===== config.mk =====
export PLATFORM = sky130hd
export DESIGN_NAME = bus_arbiter4
export DESIGN_NICKNAME = d
export VERILOG_FILES = /design/src/rtl/bus_arbiter4_pkg.sv /design/src/rtl/arb_rr_pick.sv /design/src/rtl/bus_arbiter4.sv
export SDC_FILE = /design/constraint.sdc
export NUM_CORES = 1
export LEC_CHECK = 0
export ABC_CLOCK_PERIOD_IN_PS = 1900
export CAP_MARGIN = 30
export CORE_MARGIN = 2
export CORE_UTILIZATION = 32
export DETAILED_ROUTE_END_ITERATION = 12
export PLACE_DENSITY = 0.71
export REMOVE_ABC_BUFFERS = 1
export SYNTH_ARGS = -nofsm -noshare
export SYNTH_HDL_FRONTEND = slang
export SYNTH_SLANG_ARGS = --single-unit

===== constraint.sdc =====
create_clock -name CLK -period 1.9 [get_ports CLK]
set_input_delay 0.19 -clock CLK [delete_from_list [all_inputs] [get_ports CLK]]
set_output_delay 0.19 -clock CLK [all_outputs]
set_load 0.01 [all_outputs]

===== src/rtl/bus_arbiter4_pkg.sv =====
// Shared types for the 4-way round-robin bus arbiter.
package bus_arbiter4_pkg;

    typedef enum logic {
        IDLE  = 1'b0,
        GRANT = 1'b1
    } state_e;

    typedef logic [1:0] idx_t;

    function automatic logic [3:0] idx2onehot(input idx_t idx);
        return 4'b0001 << idx;
    endfunction

endpackage


===== src/rtl/arb_rr_pick.sv =====
// Combinational round-robin picker: first requester scanning upward from last+1, wrapping mod 4.
module arb_rr_pick
    import bus_arbiter4_pkg::*;
(
    input  logic [3:0] req,
    input  idx_t       last,
    output idx_t       winner,
    output logic       any_req
);

    always_comb begin
        winner  = last;
        any_req = |req;
        // Scan farthest-first so the nearest requester after 'last' overwrites; k=4 wraps to 'last' itself.
        for (int k = 4; k >= 1; k--) begin
            if (req[idx_t'(last + idx_t'(k))]) begin
                winner = idx_t'(last + idx_t'(k));
            end
        end
    end

endmodule


===== src/rtl/bus_arbiter4.sv =====
// Four-requester round-robin bus arbiter with bounded grant hold and shared data mux.
module bus_arbiter4
    import bus_arbiter4_pkg::*;
#(
    parameter int WIDTH    = 8,
    parameter int MAX_HOLD = 16
) (
    input  logic             CLK,
    input  logic             RST,
    input  logic [3:0]       REQ,
    input  logic [WIDTH-1:0] DIN0,
    input  logic [WIDTH-1:0] DIN1,
    input  logic [WIDTH-1:0] DIN2,
    input  logic [WIDTH-1:0] DIN3,
    output logic [3:0]       GNT,
    output logic [1:0]       SEL,
    output logic             BUSY,
    output logic [WIDTH-1:0] DOUT
);

    localparam int CNT_W = $clog2(MAX_HOLD) + 1;
    localparam logic [CNT_W-1:0] HOLD_LAST = CNT_W'(MAX_HOLD - 1);

    state_e           state_q, state_d;
    logic [3:0]       gnt_q, gnt_d;
    idx_t             sel_q, sel_d;
    idx_t             last_q, last_d;
    logic [CNT_W-1:0] hold_q, hold_d;

    idx_t win;
    logic any_req;
    logic release_grant;

    arb_rr_pick u_pick (
        .req     (REQ),
        .last    (last_q),
        .winner  (win),
        .any_req (any_req)
    );

    always_comb begin
        state_d       = state_q;
        gnt_d         = gnt_q;
        sel_d         = sel_q;
        last_d        = last_q;
        hold_d        = hold_q;
        release_grant = !REQ[sel_q] || (hold_q == HOLD_LAST);

        unique case (state_q)
            IDLE: begin
                if (any_req) begin
                    state_d = GRANT;
                    gnt_d   = idx2onehot(win);
                    sel_d   = win;
                    last_d  = win;
                    hold_d  = '0;
                end
            end
            GRANT: begin
                if (release_grant) begin
                    // Hand over in the same edge; the picker may choose the current owner again.
                    if (any_req) begin
                        gnt_d  = idx2onehot(win);
                        sel_d  = win;
                        last_d = win;
                        hold_d = '0;
                    end else begin
                        state_d = IDLE;
                        gnt_d   = '0;
                        hold_d  = '0;
                    end
                end else begin
                    hold_d = hold_q + CNT_W'(1);
                end
            end
            default: state_d = IDLE;
        endcase
    end

    always_ff @(posedge CLK) begin
        if (RST) begin
            state_q <= IDLE;
            gnt_q   <= '0;
            sel_q   <= '0;
            last_q  <= 2'd3;
            hold_q  <= '0;
        end else begin
            state_q <= state_d;
            gnt_q   <= gnt_d;
            sel_q   <= sel_d;
            last_q  <= last_d;
            hold_q  <= hold_d;
        end
    end

    assign GNT  = gnt_q;
    assign SEL  = sel_q;
    assign BUSY = (state_q == GRANT);

    always_comb begin
        DOUT = '0;
        if (BUSY) begin
            unique case (sel_q)
                2'd0: DOUT = DIN0;
                2'd1: DOUT = DIN1;
                2'd2: DOUT = DIN2;
                default: DOUT = DIN3;
            endcase
        end
    end

endmodule


==> results.py, run 1 <==
metrics = {
    "layout": {
        "num_antenna_cells": 0,
        "drive_gt1_share_pct": 31.68,
        "final_cells": 194,
        "nets": 203,
        "sequential_cell_area_um2": 285.3,
        "layout.filler_cells": 281,
        "final_core_utilization_pct": 56.05,
        "syn2layout_area_growth_pct": 69.72,
        "multi_input_comb_area_um2": 681.9,
    },
    "worst_hold_path": {
        "min_path_cells": 1,
        "hold_path_startpoint": "GNT[0]",
        "min-delay-path-class": "register to register",
    },
    "clock_tree": {
        "htree_levels": 1,
        "cts_root_buf": "clkbuf_4",
        "cts_tree": "done",
        "cts_max_path_buffers": 2,
        "cts_made_buffers": 3,
        "clock_sink_count": 14,
        "clkLatencyLatePin_ps": 270,
        "clock_slew_at_reported_path_ffs_ps": 80,
    },
    "yosys": {
        "post_synth_and_or_nand_nor_area_fraction_pct": 24.55,
        "synth-xor-area-share_pct": 0,
        "yosysSeqAreaShare_pct": 28.50,
        "synth_warnings": 0,
        "synthAdderAreaFrac_pct": 2.545,
        "synth-compound-area-share_pct": 17.94,
        "yosys-mux-area-fraction_pct": 21.88,
        "synthCells": 96,
        "synth_largest_type_area_fraction_pct": 28.50,
        "synth_area_per_cell_um2": 10.24,
        "post_synth_edffs": 0,
        "postSynth.asyncResetShare_pct": 0,
        "synth.area.top_cells": "dfxtp_1 (28%), mux4_2 (18%), and2_1 (5.7%)",
        "commonest_register_cell_after_synthesis": "dfxtp_1",
        "synthesis.area_um2": 983.4,
        "synthDistinctLibCells": 42,
        "postSynthRegisterBits": 14,
        "synth_top_family_by_area": "simple AND/OR/NAND/NOR gates",
        "yosysTopAreaCell": "dfxtp_1",
    },
    "setup_path": {
        "timing.critical_path.arrival_ps": 1650,
        "timing.critical_path.from": "SEL[0]",
        "timing.setup.critical_path_class": "register to primary output",
        "req_time_crit_path_ps": 1710,
        "critPathCapture": "DOUT[0]",
        "worst_flop_to_flop_path_endpoint": "hold_q[2]",
        "register_to_register_path_depth": 7,
        "timing.critical_path.to_type": "primary output",
        "critical-path-max-stage-delay_ps": 480,
        "path_cells": "buf_12 > mux4_2 > and2_1 > dlygate4sd2_1",
        "ff2ff_setup_slack_ps": 90,
        "critPathLaunchType": "register",
        "r2r-start": "hold_q[0]",
        "critical-path-slowest-cell": "mux4_2",
        "critical_path.max_fanout": 7,
    },
    "global_routing": {
        "grt_first_pass_wirelength_um": 4257,
        "gr-usage-met1_pct": 17.72,
        "vias_in_the_first_global_route": 967,
        "globalRouteMet2Util_pct": 28.41,
        "met3_layer_usage_reported_by_global_route_pct": 3.930,
        "grt_util_all_layers_pct": 15.92,
        "grt_most_used_layer": "met2",
        "antenna_found_initial": 0,
        "grt_overflow_total": 0,
        "grt_start_max_net_pins": 10,
    },
    "power_and_ir_drop": {
        "net-switching-power_uw": 305.0,
        "p_leak_uw": 0.0006679,
        "internal_power_uw": 723.1,
        "comb_power_share_pct": 49.9,
        "p_total_uw": 1028,
        "sequentialPowerShare_pct": 34.9,
        "worst_ir_drop_vdd_mv": 0.3524,
        "clockPowerShare_pct": 15.1,
        "power_density_nw_per_um2": 615.9,
        "p_sw_share_pct": 29.66,
    },
    "drt": {
        "post-route-drc-count": 0,
        "firstDrtPassIters": 2,
        "dr_total_vias": 996,
        "wl_per_cell_um": 14.55,
        "routed_via_density": 5.134,
        "route.antenna.remaining_nets": 0,
        "routed_wl_um": 2822,
        "initialDrtViolationCount": 12,
    },
    "floorplanning": {
        "floorplan.initialDensity_pct": 33.03,
        "pin_count": 53,
        "fp.dieH_um": 59.44,
        "fp.dieW_um": 59.44,
        "design.core.area_um2": 2978,
        "die_area_um2": 3533,
        "rows": 20,
    },
    "outcome": {
        "status": "complete, no violations",
    },
    "timing": {
        "report.final.hold_viol_count": 0,
        "worst_pin_slew_ps": 406.6,
        "worst_slew_margin_rel_pct": 72.66,
        "clock_skew_ps": 3.114,
        "finalCritPeriodShare_pct": 96.96,
        "finalMaxSlewViolations": 0,
        "setup_tns_after_final_layout_ps": 0,
        "finalWorstPathRequiredPeriod_ps": 1842,
        "fmax_mhz": 542.8,
        "number_of_failing_setup_endpoints_in_the_final_timing_report": 0,
        "grt_setup_unrepaired": "false",
        "hold-worst-slack_ps": 473.7,
    },
    "placed_design": {
        "port_buffers": 52,
        "place_inst": 188,
        "gp_routability_congestion": 0.7824,
        "post-dp-hpwl_um": 2209,
    },
    "run": {
        "count_of_maximum_capacitance_violations": 0,
    },
}
==> state kept, by name (all words and copies together), names as in the netlist <==
name    cells
SEL         2
hold_q      5
BUSY        1
last_q      2
GNT         4
==> synth_stat cells (2+ instances only) <==
master   number
dfxtp_1      14
a32o_1        2
nor2_1       10
nand2_1       2
a21oi_1       6
ha_1          2
buf_2         2
mux4_2        8
a211o_1       2
nand3_1       2
inv_1         3
and2_1        9
o21ai_1       2
a22o_1        2
nor2b_1       3
==> cells in the final DEF (no fill, tap or decap), types with 2 or more instances in the layout <==
master	n
dfxtp_1	10
and2_1	8
o21ai_1	2
buf_2	5
nor2b_1	3
buf_4	13
nand2_1	2
a21oi_1	5
clkdlybuf4s15_1	2
dfxtp_2	4
a32o_1	2
nand3_1	2
clkbuf_4	3
inv_1	3
a22o_1	2
clkdlybuf4s50_1	44
a21oi_2	2
a211o_1	2
nor2_1	9
mux4_2	8
==> power by group through the flow <==
stage | Sequential (µW) | Clock, µW | Combinational, µW
after global routing | 366 | 177 | 553
after detailed placement | 363 | 0 | 509
after CTS | 357 | 164 | 510
after global placement | 361 | 0 | 497
after floorplan | 390 | 0 | 219
final | 359 | 155 | 513
==> how the worst min path moves through the flow <==
stage                         to  slack (ps)
after floorplan           SEL[1]         250
after global placement    GNT[3]         460
after detailed placement  GNT[0]         460
after CTS                 GNT[0]         480
after global routing      GNT[0]         510
final                     GNT[0]         470
==> worst max-delay path: cells and delay by family (launching register included) <==
kind                   cells  cell delay (ps)
and+or+nand+nor            1              160
DFF                        1              350
buffers and inverters      2              390
muxes                      1              480
==> routing by layer <==
metal  share of wire, %  wire (µm)  vias to the layer above
met1                 42       1187                      462
li1                   -          -                      488
met3                9.6        271                        2
met5                  0          0                        -
met2                 47       1335                       44
met4               0.96         27                        0
==> per-stage QoR <==
stage               setup slack [ps]  instance area, µm²
finish                         57.84                1669
global route                   2.305                1669
CTS                            7.782                1639
detailed placement             8.284                1618
global placement               18.38                1618
floorplan                      56.11               953.4
==> area by class of cell <==
class / count / area share, %
Sequential cell: 14 / 17.09
Clock buffer: 3 / 1.349
Inverter: 4 / 0.8996
Multi-Input combinational cell: 73 / 40.85
Tap cell: 33 / 2.474
Timing Repair Buffer: 67 / 37.33
==> repair_timing <==
item | in CTS | in global routing
hold buffers | 0 | 0
pin swaps | 0 | 1
setup buffers | 3 | 0
setup endpoints to repair | 8 | 14
resized for setup | 25 | 11
==> logic make-up (layout without fill, tap and decap cells) <==
group                    after synthesis  in the layout
AND/OR/NAND/NOR                       39             39
adder cells (fa/ha/maj)                2              2
AO/OA/AOI/OAI                         21             21
multiplexers                          11             11
flip-flops                            14             14
buffers and inverters                  9             74
No activity file was read; power rests on OpenSTA's default activity.
==> run 2: changes to the inputs <==
Settings changed: CTS_BUF_LIST set to sky130_fd_sc_hd__clkbuf_4.
==> results of run 2 <==
The final DEF is identical to that of run 1; final timing and power are the same.
==> run 3: changes to the inputs <==
Settings changed: GPL_ROUTABILITY_DRIVEN set to 0.
==> results of run 3 <==
The final DEF is identical to that of run 1; final timing and power are the same.
